[config.mk]
export PLATFORM = sky130hd
export DESIGN_NAME = bc_fir_tap_line
export DESIGN_NICKNAME = d
export VERILOG_FILES = /design/src/rtl/bc_fir_pkg.sv /design/src/rtl/bc_fir_tap_line.sv
export SDC_FILE = /design/constraint.sdc
export NUM_CORES = 1
export LEC_CHECK = 0
export ABC_AREA = 1
export CORE_MARGIN = 5
export CORE_UTILIZATION = 51
export CTS_CLUSTER_SIZE = 12
export DETAILED_ROUTE_END_ITERATION = 12
export HOLD_SLACK_MARGIN = 0.06
export PLACE_DENSITY = 0.83
export SYNTH_ARGS = -nofsm -noshare
export SYNTH_HDL_FRONTEND = slang
export SYNTH_SLANG_ARGS = --single-unit
[constraint.sdc]
create_clock -name i_clk -period 24.9 [get_ports i_clk]
set_input_delay 4.98 -clock i_clk [delete_from_list [all_inputs] [get_ports i_clk]]
set_output_delay 4.98 -clock i_clk [all_outputs]
set_load 0.01 [all_outputs]
[src/rtl/bc_fir_pkg.sv]
// Shared types and sizes for the binary FIR tap line.
// `BC_FIR_N sets the sample width; it defaults to 12 when the build does not provide it.
`ifndef BC_FIR_N
`define BC_FIR_N 12
`endif

package bc_fir_pkg;
    localparam int N_TAPS = 19;
    localparam int W      = `BC_FIR_N;
    localparam int CNT_W  = $clog2(N_TAPS + 1);

    typedef logic [W-1:0]         sample_t;
    typedef sample_t [N_TAPS-1:0] tap_arr_t;
    typedef logic [CNT_W-1:0]     cnt_t;

    typedef enum logic [1:0] {
        EMPTY = 2'd0,
        FILL  = 2'd1,
        FULL  = 2'd2,
        DRAIN = 2'd3
    } state_t;
endpackage

[src/rtl/bc_fir_tap_line.sv]
// 19-deep sample window feeding the binary FIR core, with a one-cycle strobe per complete window.
// Define BC_FIR_DRAIN_EN to build the flush/drain path (DRAIN state and drain counter).
module bc_fir_tap_line
    import bc_fir_pkg::*;
(
    input  logic     i_clk,
    input  logic     i_rst,
    input  logic     i_clear,
    input  sample_t  i_in_data,
    input  logic     i_in_valid,
    output logic     o_in_ready,
    input  logic     i_flush,
    output tap_arr_t o_taps,
    output logic     o_taps_valid,
    output cnt_t     o_fill_cnt,
    output state_t   o_state
);

    tap_arr_t r_taps;
    cnt_t     r_fill_cnt;
    logic     r_taps_valid;
    state_t   r_state;
    state_t   w_state_nxt;
    logic     w_accept;
    logic     w_completes;

`ifdef BC_FIR_DRAIN_EN
    cnt_t     r_drain_cnt;
    logic     w_drain_last;
    logic     w_start_drain;

    assign o_in_ready    = !i_rst && !i_clear && (r_state != DRAIN);
    assign w_drain_last  = (r_state == DRAIN) && (r_drain_cnt == cnt_t'(1));
    assign w_start_drain = (r_state == FULL) && i_flush;
`else
    logic     w_flush_unused;

    assign o_in_ready     = !i_rst && !i_clear;
    assign w_flush_unused = i_flush;
`endif

    assign w_accept    = i_in_valid && o_in_ready;
    // Any accept from 18 or 19 held samples leaves a full window behind it.
    assign w_completes = w_accept && (r_fill_cnt >= cnt_t'(N_TAPS - 1));

    always_ff @(posedge i_clk or posedge i_rst) begin
        if (i_rst) begin
            r_taps <= '0;
        end else if (i_clear) begin
            r_taps <= '0;
        end else if (w_accept) begin
            r_taps <= {r_taps[N_TAPS-2:0], i_in_data};
`ifdef BC_FIR_DRAIN_EN
        end else if (r_state == DRAIN) begin
            r_taps <= {r_taps[N_TAPS-2:0], sample_t'(0)};
        end else if (r_state == EMPTY) begin
            // Wipes the last drained sample so an idle empty window reads all zero.
            r_taps <= '0;
`endif
        end
    end

    always_ff @(posedge i_clk or posedge i_rst) begin
        if (i_rst) begin
            r_state <= EMPTY;
        end else begin
            r_state <= w_state_nxt;
        end
    end

    always_comb begin
        w_state_nxt = r_state;
        case (r_state)
            EMPTY:   if (w_accept) w_state_nxt = FILL;
            FILL:    if (w_completes) w_state_nxt = FULL;
`ifdef BC_FIR_DRAIN_EN
            FULL:    if (w_start_drain) w_state_nxt = DRAIN;
            DRAIN:   if (w_drain_last) w_state_nxt = EMPTY;
`endif
            default: w_state_nxt = r_state;
        endcase
        if (i_clear) begin
            w_state_nxt = EMPTY;
        end
    end

    always_ff @(posedge i_clk or posedge i_rst) begin
        if (i_rst) begin
            r_fill_cnt   <= '0;
            r_taps_valid <= 1'b0;
        end else if (i_clear) begin
            r_fill_cnt   <= '0;
            r_taps_valid <= 1'b0;
        end else begin
`ifdef BC_FIR_DRAIN_EN
            r_taps_valid <= w_completes || (r_state == DRAIN);
            if (w_drain_last) begin
                r_fill_cnt <= '0;
            end else if (w_accept && (r_fill_cnt != cnt_t'(N_TAPS))) begin
                r_fill_cnt <= r_fill_cnt + cnt_t'(1);
            end
`else
            r_taps_valid <= w_completes;
            if (w_accept && (r_fill_cnt != cnt_t'(N_TAPS))) begin
                r_fill_cnt <= r_fill_cnt + cnt_t'(1);
            end
`endif
        end
    end

`ifdef BC_FIR_DRAIN_EN
    always_ff @(posedge i_clk or posedge i_rst) begin
        if (i_rst) begin
            r_drain_cnt <= '0;
        end else if (i_clear) begin
            r_drain_cnt <= '0;
        end else if (w_start_drain) begin
            r_drain_cnt <= cnt_t'(N_TAPS - 1);
        end else if (r_state == DRAIN) begin
            r_drain_cnt <= r_drain_cnt - cnt_t'(1);
        end
    end
`endif

    assign o_taps       = r_taps;
    assign o_taps_valid = r_taps_valid;
    assign o_fill_cnt   = r_fill_cnt;
    assign o_state      = r_state;

endmodule
* Word level (Yosys, flattened, before mapping)
Index checks and enable logic that the tools add are counted.
Operators by class: add/sub/neg operators 1, $lt $le $gt $ge 1, equality and inequality tests 4, mux-type cells 9, reductions and logical operators 11
Operator list (number):
- $mux W228 | 2
- $mux W5 | 2
- $mux W2 | 3
- $ne A3 B3 Y1 const B | 2
- $add A5 B1 Y5 const B | 1
- $ge A5 B5 Y1 const B | 1
- $ne A5 B5 Y1 const B | 1
- $logic_and A1 B1 Y1 | 4
- $pmux W2 S2 | 1
- $reduce_bool A2 Y1 | 2
- $reduce_and A3 Y1 | 1
- $reduce_bool A3 Y1 | 1
- $eq A2 B1 Y1 const B | 1
- $logic_not A1 Y1 | 2
- $logic_not A2 Y1 | 1
- $mux W1 | 1
Word-level totals: bits in registers 236, input bits 17, output and inout port bits 237, word-level logic and storage cells 48

* Longest topological paths before layout
Gate-level depths: netlist of run 1.
depth in word-level cells 7, depth in mapped cells 8, depth with buffers taken out 8

* Least setup slack after synthesis of run 1
Ideal clock, no wire load.
path kind input to output, start input port i_clear, end output port o_in_ready, arrival time 5147 ps, required time 19920 ps, setup slack 14773 ps, cell stages on the path 1, path buffers 0, path through nor2_4
Between the ends: longest elaborated chain between the ends 2
RTL lines:
- from (decl) | RTL line bc_fir_tap_line.sv:8 | input logic i_clear,
- $logic_not A1 Y1 | RTL line bc_fir_tap_line.sv:38 | assign o_in_ready = !i_rst && !i_clear;
- $logic_and A1 B1 Y1 | RTL line bc_fir_tap_line.sv:38
- to (decl) | RTL line bc_fir_tap_line.sv:11 | output logic o_in_ready,
No other way between the ends.

* Worst setup path in the final report of run 1
Same ends and word-level chain as after synthesis.

==> impl_metrics.yaml, run 1 <==
critical_path:
  crit_type: "in2out"
  worst_path_most_repeated_cell: "clkdlybuf4s50_1"
  worstPathCellList: "clkdlybuf4s50_1 > nor2_4 > clkdlybuf4s50_1"
  cp.required_ps: 19920
  cp_max_fo: 5
  path_delay_family: "buffers and inverters"
  cp.arrival_ps: 6360
  critical_path.slowest_cell: "clkdlybuf4s50_1"
  crit_path_end_kind: "output port"
  slowest_delay_ps: 580
  startpoint_type: "primary input"
  cp_num_buf_inv: 2
final_layout:
  final_cell_mix: "252 x clkdlybuf4s50_1, 236 x dfrtp_1, 223 x inv_1"
  diodes: 0
  final_layout_size_suffix_gt1_share_pct: 3.81
  final_common_cell: "clkdlybuf4s50_1"
  nFillCells: 1263
  design_area_um2: 12100
  nNetsFinal: 1058
  area_growth_syn_to_layout_pct: 36.6
timing:
  finalCritPeriodShare_pct: 45.6
  hold_viol_final: 0
  layout_min_cycle_time_ps: 11340
  slew_headroom_pct: 32.8
  setup_violations: 0
  finalMaxSlewViolations: 0
  final.setup.tns_ps: 0
  rsz0062_at_grt: "no"
  fmax_mhz: 88.2
  fin_skew_ps: 10.9
  fin_hold_ws_ps: 519
  worst_pin_slew_ps: 1010
run_status:
  status: "completed"
power:
  powerDensity_nw_per_um2: 62.5
  leakage_nw: 4.98
  peakVddDrop_mv: 0.0602
job:
  cap_violations: 0
floorplanning:
  row_count: 48
  die_area_um2: 20100
  boundaryPins: 254
  fp.dieH_um: 142
  core_um2: 17100
  die_x_um: 142
  initial_core_util_pct: 51.6
clocking:
  holdBufCountCts: 0
  clockBufferDepth: 3
  clock_latency_ps: 500
  numCtsBuffers: 25
  clockRootBuffer: "clkbuf_16"
  post_cts_buffers: 0
  clock-sinks: 236
  clkTransAtPathRegs_ps: 60
  htreeDepth: 1
  ctsResizeCount: 0
  cts_tree: "built"
min_path:
  hold_path_class: "reg2reg"
yosys:
  synthesis.nets: 825
  avgSynthCellArea_um2: 11.0
  yosysSeqAreaShare_pct: 66.9
  synth_area_um2: 8830
  syn_inst: 806
  ys_seq_elements: 236
  yosys_warnings: 0
  ys_types: 21
global_routing:
  first_global_vias: 6981
  grt_pass1_wl_mm: 39.1
  grt-ovfl-total: 0
  grt_max_degree: 134
  antenna_found_initial: 0
  groute.usage.overall_pct: 24.5
drt:
  via_per_inst: 5.41
  drt-initial-drc-count: 532
  drtAntennaViolNets: 0
  drc: 0
  drt-total-wl_mm: 24.9
  vias: 6900
  wl_per_cell_um: 19.5
  drt_first_pass_iters: 5
placed_design:
  dp_hpwl_mm: 16.5
  place_area_um2: 11300
  place.gp.congestion: 0.852
  portBuffers: 252
[area by class of cell]
| cell class | instances | area (µm²) | area share [%] |
|---|---|---|---|
| inverter | 225 | 852 | 7.06 |
| sequential | 236 | 5910 | 49.0 |
| timing repair buffer | 256 | 2550 | 21.2 |
| clock inverter | 2 | 16.3 | 0.135 |
| multi-input combinational | 295 | 1760 | 14.6 |
| clock buffer | 37 | 701 | 5.81 |
| tap | 225 | 282 | 2.33 |
[sequential cells by signal, indices dropped and copies added, names as in the netlist]
| name | flops |
|---|---|
| o_taps_valid | 1 |
| o_taps | 228 |
| o_fill_cnt | 5 |
| o_state | 2 |
[path summary, 6_finish.rpt]
path	end	from	depth (start not counted)	slack, ps
max	o_in_ready	i_clear	3	13560
min	o_taps[218]$_DFFE_PP0N_	o_taps[218]$_DFFE_PP0N_	2	520
max reg2reg	o_fill_cnt[0]$_DFFE_PP0P_	o_fill_cnt[0]$_DFFE_PP0P_	5	23560
min reg2reg	o_taps[218]$_DFFE_PP0N_	o_taps[218]$_DFFE_PP0N_	2	520
max in group asynchronous	o_taps[16]$_DFFE_PP0N_	i_rst	3	18340
min in group asynchronous	o_fill_cnt[3]$_DFFE_PP0P_	i_rst	2	5090
[cells in the mapped netlist, drive strengths merged]
cell    number  share of area, %
buf         50               3.9
and2         1             0.071
o21bai       1             0.085
dfrtp      236                67
o22ai      204                14
o21ai       30               1.7
nor2         6              0.34
nand4        2              0.14
nand2       27               1.3
a21oi        2              0.11
nand3       20               1.1
inv        225               9.6
ha           2              0.28
[stage by stage]
step	worst slack [ps]	util, %	std cells	power (mW)
after floorplan	13450	-	806	0.418
after global placement	13540	66.3	1237	0.428
after detailed placement	13550	66.3	1237	0.428
after CTS	13550	70.5	1276	0.761
after global routing	13520	70.5	1276	0.778
final	13560	70.5	1276	0.754
[worst min-delay path, stage by stage (launching register included)]
cell,delay (ps)
dfrtp_1,340
nand3_1,70
o21ai_1,70
[kinds of logic (layout without fill, tap and decap cells)]
kind of cell    after synthesis  count (layout)  share of synthesized area [%]
buf+inv                     275             520                           13.5
compound gates              237             237                           16.4
flops                       236             236                           66.9
simple gates                 56              56                           3.00
fa+ha+maj                     2               2                          0.283
[routing by layer]
layer  routed length (µm)  global-route usage (%)  share of wire, %  up-vias
met5                    0                       0                 0        -
met4                  763                    7.42               3.1        0
met3                 2260                    6.98               9.1       54
met2                12000                    40.2                48      284
met1                 9820                    31.8                39     3425
li1                     -                       -                 -     3137
[power by group]
group          total (mW)  switching [mW]  internal [mW]
clock network       0.333           0.140          0.193
registers           0.387         0.00152          0.386
logic              0.0343          0.0248        0.00950
total               0.754           0.167          0.588
No activity file was read; power rests on OpenSTA's default activity.
==> inputs of run 2 (changes only) <==
--- a/config.mk
+++ b/config.mk
@@ -7,11 +7,11 @@
 export LEC_CHECK = 0
 export ABC_AREA = 1
 export CORE_MARGIN = 5
-export CORE_UTILIZATION = 51
+export CORE_UTILIZATION = 47
 export CTS_CLUSTER_SIZE = 12
 export DETAILED_ROUTE_END_ITERATION = 12
 export HOLD_SLACK_MARGIN = 0.06
-export PLACE_DENSITY = 0.83
+export PLACE_DENSITY = 0.77
 export SYNTH_ARGS = -nofsm -noshare
 export SYNTH_HDL_FRONTEND = slang
 export SYNTH_SLANG_ARGS = --single-unit
==> constraint.sdc (replaced) <==
create_clock -name i_clk -period 11.3 [get_ports i_clk]
set_input_delay 2.26 -clock i_clk [delete_from_list [all_inputs] [get_ports i_clk]]
set_output_delay 2.26 -clock i_clk [all_outputs]
set_load 0.01 [all_outputs]
==> run 2 against run 1 <==
Count of clock-buffer cells in the layout up 2. Critical path depth unchanged. Sequential cell count unchanged. Largest power group unchanged. First-iteration DRC count down 31%.
==> impl_metrics.yaml, run 2 (synthesized netlist as in run 1, its figures left out) <==
floorplanning:
  initial_core_util_pct: 47.5
  row_count: 50
  fp.dieH_um: 147
  die_area_um2: 21600
  boundaryPins: 254
  core_um2: 18600
  die_x_um: 147
min_path:
  hold_path_class: "reg2reg"
  worstHoldStart: "o_taps[216]$_DFFE_PP0N_"
critical_path:
  cp.arrival_ps: 3660
  startpoint_type: "primary input"
  worstSetupStartpoint: "i_clear"
  worst_path_most_repeated_cell: "clkdlybuf4s50_1"
  cp_num_buf_inv: 2
  crit_type: "in2out"
  path_delay_family: "buffers and inverters"
  critical_path.slowest_cell: "clkdlybuf4s50_1"
  worstPathCellList: "clkdlybuf4s50_1 > nor2_4 > clkdlybuf4s50_1"
  slowest_delay_ps: 580
  cp_max_fo: 5
  cp.required_ps: 9040
  worstReg2RegStart: "o_fill_cnt[1]$_DFFE_PP0P_"
  crit_path_end_kind: "output port"
clocking:
  htreeDepth: 1
  ctsResizeCount: 0
  post_cts_buffers: 0
  clock-sinks: 236
  holdBufCountCts: 0
  numCtsBuffers: 25
  cts_tree: "built"
  clockRootBuffer: "clkbuf_16"
  clkTransAtPathRegs_ps: 60
  clockBufferDepth: 3
  clock_latency_ps: 510
placed_design:
  dp_hpwl_mm: 16.3
  place_area_um2: 11400
  place.gp.congestion: 0.838
  place_worst_setup_slack_ps: 5390
  portBuffers: 252
  placed_cells: 1246
final_layout:
  design_area_um2: 12100
  regArea_um2: 5910
  nFillCells: 1494
  nNetsFinal: 1058
  multi_input_area_um2: 1760
  diodes: 0
  stdcell_count: 1289
  finish.utilization_pct: 65.2
  final_layout_size_suffix_gt1_share_pct: 4.17
  area_growth_syn_to_layout_pct: 37.1
  final_cell_mix: "252 x clkdlybuf4s50_1, 236 x dfrtp_1, 223 x inv_1"
  final_common_cell: "clkdlybuf4s50_1"
  largest_register_ffs: 228
timing:
  layout_min_cycle_time_ps: 5920
  rsz0062_at_grt: "no"
  fin_ws_ps: 5380
  finalMaxSlewViolations: 0
  fin_skew_ps: 20.3
  final.setup.tns_ps: 0
  fin_hold_ws_ps: 533
  fmax_mhz: 169
  hold_viol_final: 0
  finalCritPeriodShare_pct: 52.4
  worst_pin_slew_ps: 1180
  setup_violations: 0
  slew_headroom_pct: 21.3
drt:
  drt_first_pass_iters: 4
  drc: 0
  drtAntennaViolNets: 0
  wl_per_cell_um: 19.0
  via_per_inst: 5.25
  vias: 6763
  drt-initial-drc-count: 369
  drt-total-wl_mm: 24.5
power:
  powerDensity_nw_per_um2: 139
  internal-power_mw: 1.31
  power_frac_clock_pct: 44.9
  peakVddDrop_mv: 0.132
  finalPower_mw: 1.68
  leakage_nw: 5.00
  p_sw_mw: 0.374
  switching_share_pct: 22.2
  seq_power_share_pct: 50.6
  p_comb_share_pct: 4.5
global_routing:
  grt_max_degree: 135
  first_global_vias: 7051
  grt-ovfl-total: 0
  grt_pass1_wl_mm: 38.9
  groute.usage.overall_pct: 22.3
  antenna_found_initial: 0
run_status:
  status: "completed"
job:
  cap_violations: 0
## run 2: changes by cell type in the layout (fill, tap and decap cells not counted), sizes merged
cell	previous run	this run
clkinv	1	3
clkbuf	37	39
## run 2: worst reg2reg max path, cell delays in order (launching register included)
cell and delay, ps:
dfrtp_1 460, ha_1 240, nand3_1 120, o21ai_2 280, nand2_1 90, o21ai_0 80
## run 2: worst paths after layout
kind / to / slack [ps] / depth (start not counted)
max: o_in_ready / 5380 / 3
max reg2reg: o_fill_cnt[2]$_DFFE_PP0P_ / 9960 / 5
max in group asynchronous: o_taps[139]$_DFFE_PP0N_ / 7560 / 3
min reg2reg: o_taps[216]$_DFFE_PP0N_ / 530 / 2
min in group asynchronous: o_state[1]$_DFFE_PP0P_ / 2370 / 2
min: o_taps[216]$_DFFE_PP0N_ / 530 / 2
## run 2: final cells by class
type | count | area share (%)
clock inverters | 4 | 0.196
repair buffers | 256 | 21.1
clock buffers | 39 | 6.01
multi-input cells | 295 | 14.5
well taps | 234 | 2.42
flip-flops and latches | 236 | 48.8
inverters | 225 | 7.04
## run 2: power groups by stage
stage	logic (mW)	registers [mW]	clock network [mW]
floorplan	0.0520	0.870	0
detailed placement	0.0762	0.868	0
global route	0.0838	0.853	0.813
CTS	0.0765	0.853	0.771
global placement	0.0761	0.868	0
finish	0.0753	0.853	0.756
## run 2: routing by layer
metal  wire [µm]  global-route usage, %
met2       11800                   36.4
met1        9980                   29.0
met4         567                   5.36
met3        2140                   7.40
met5           0                      0
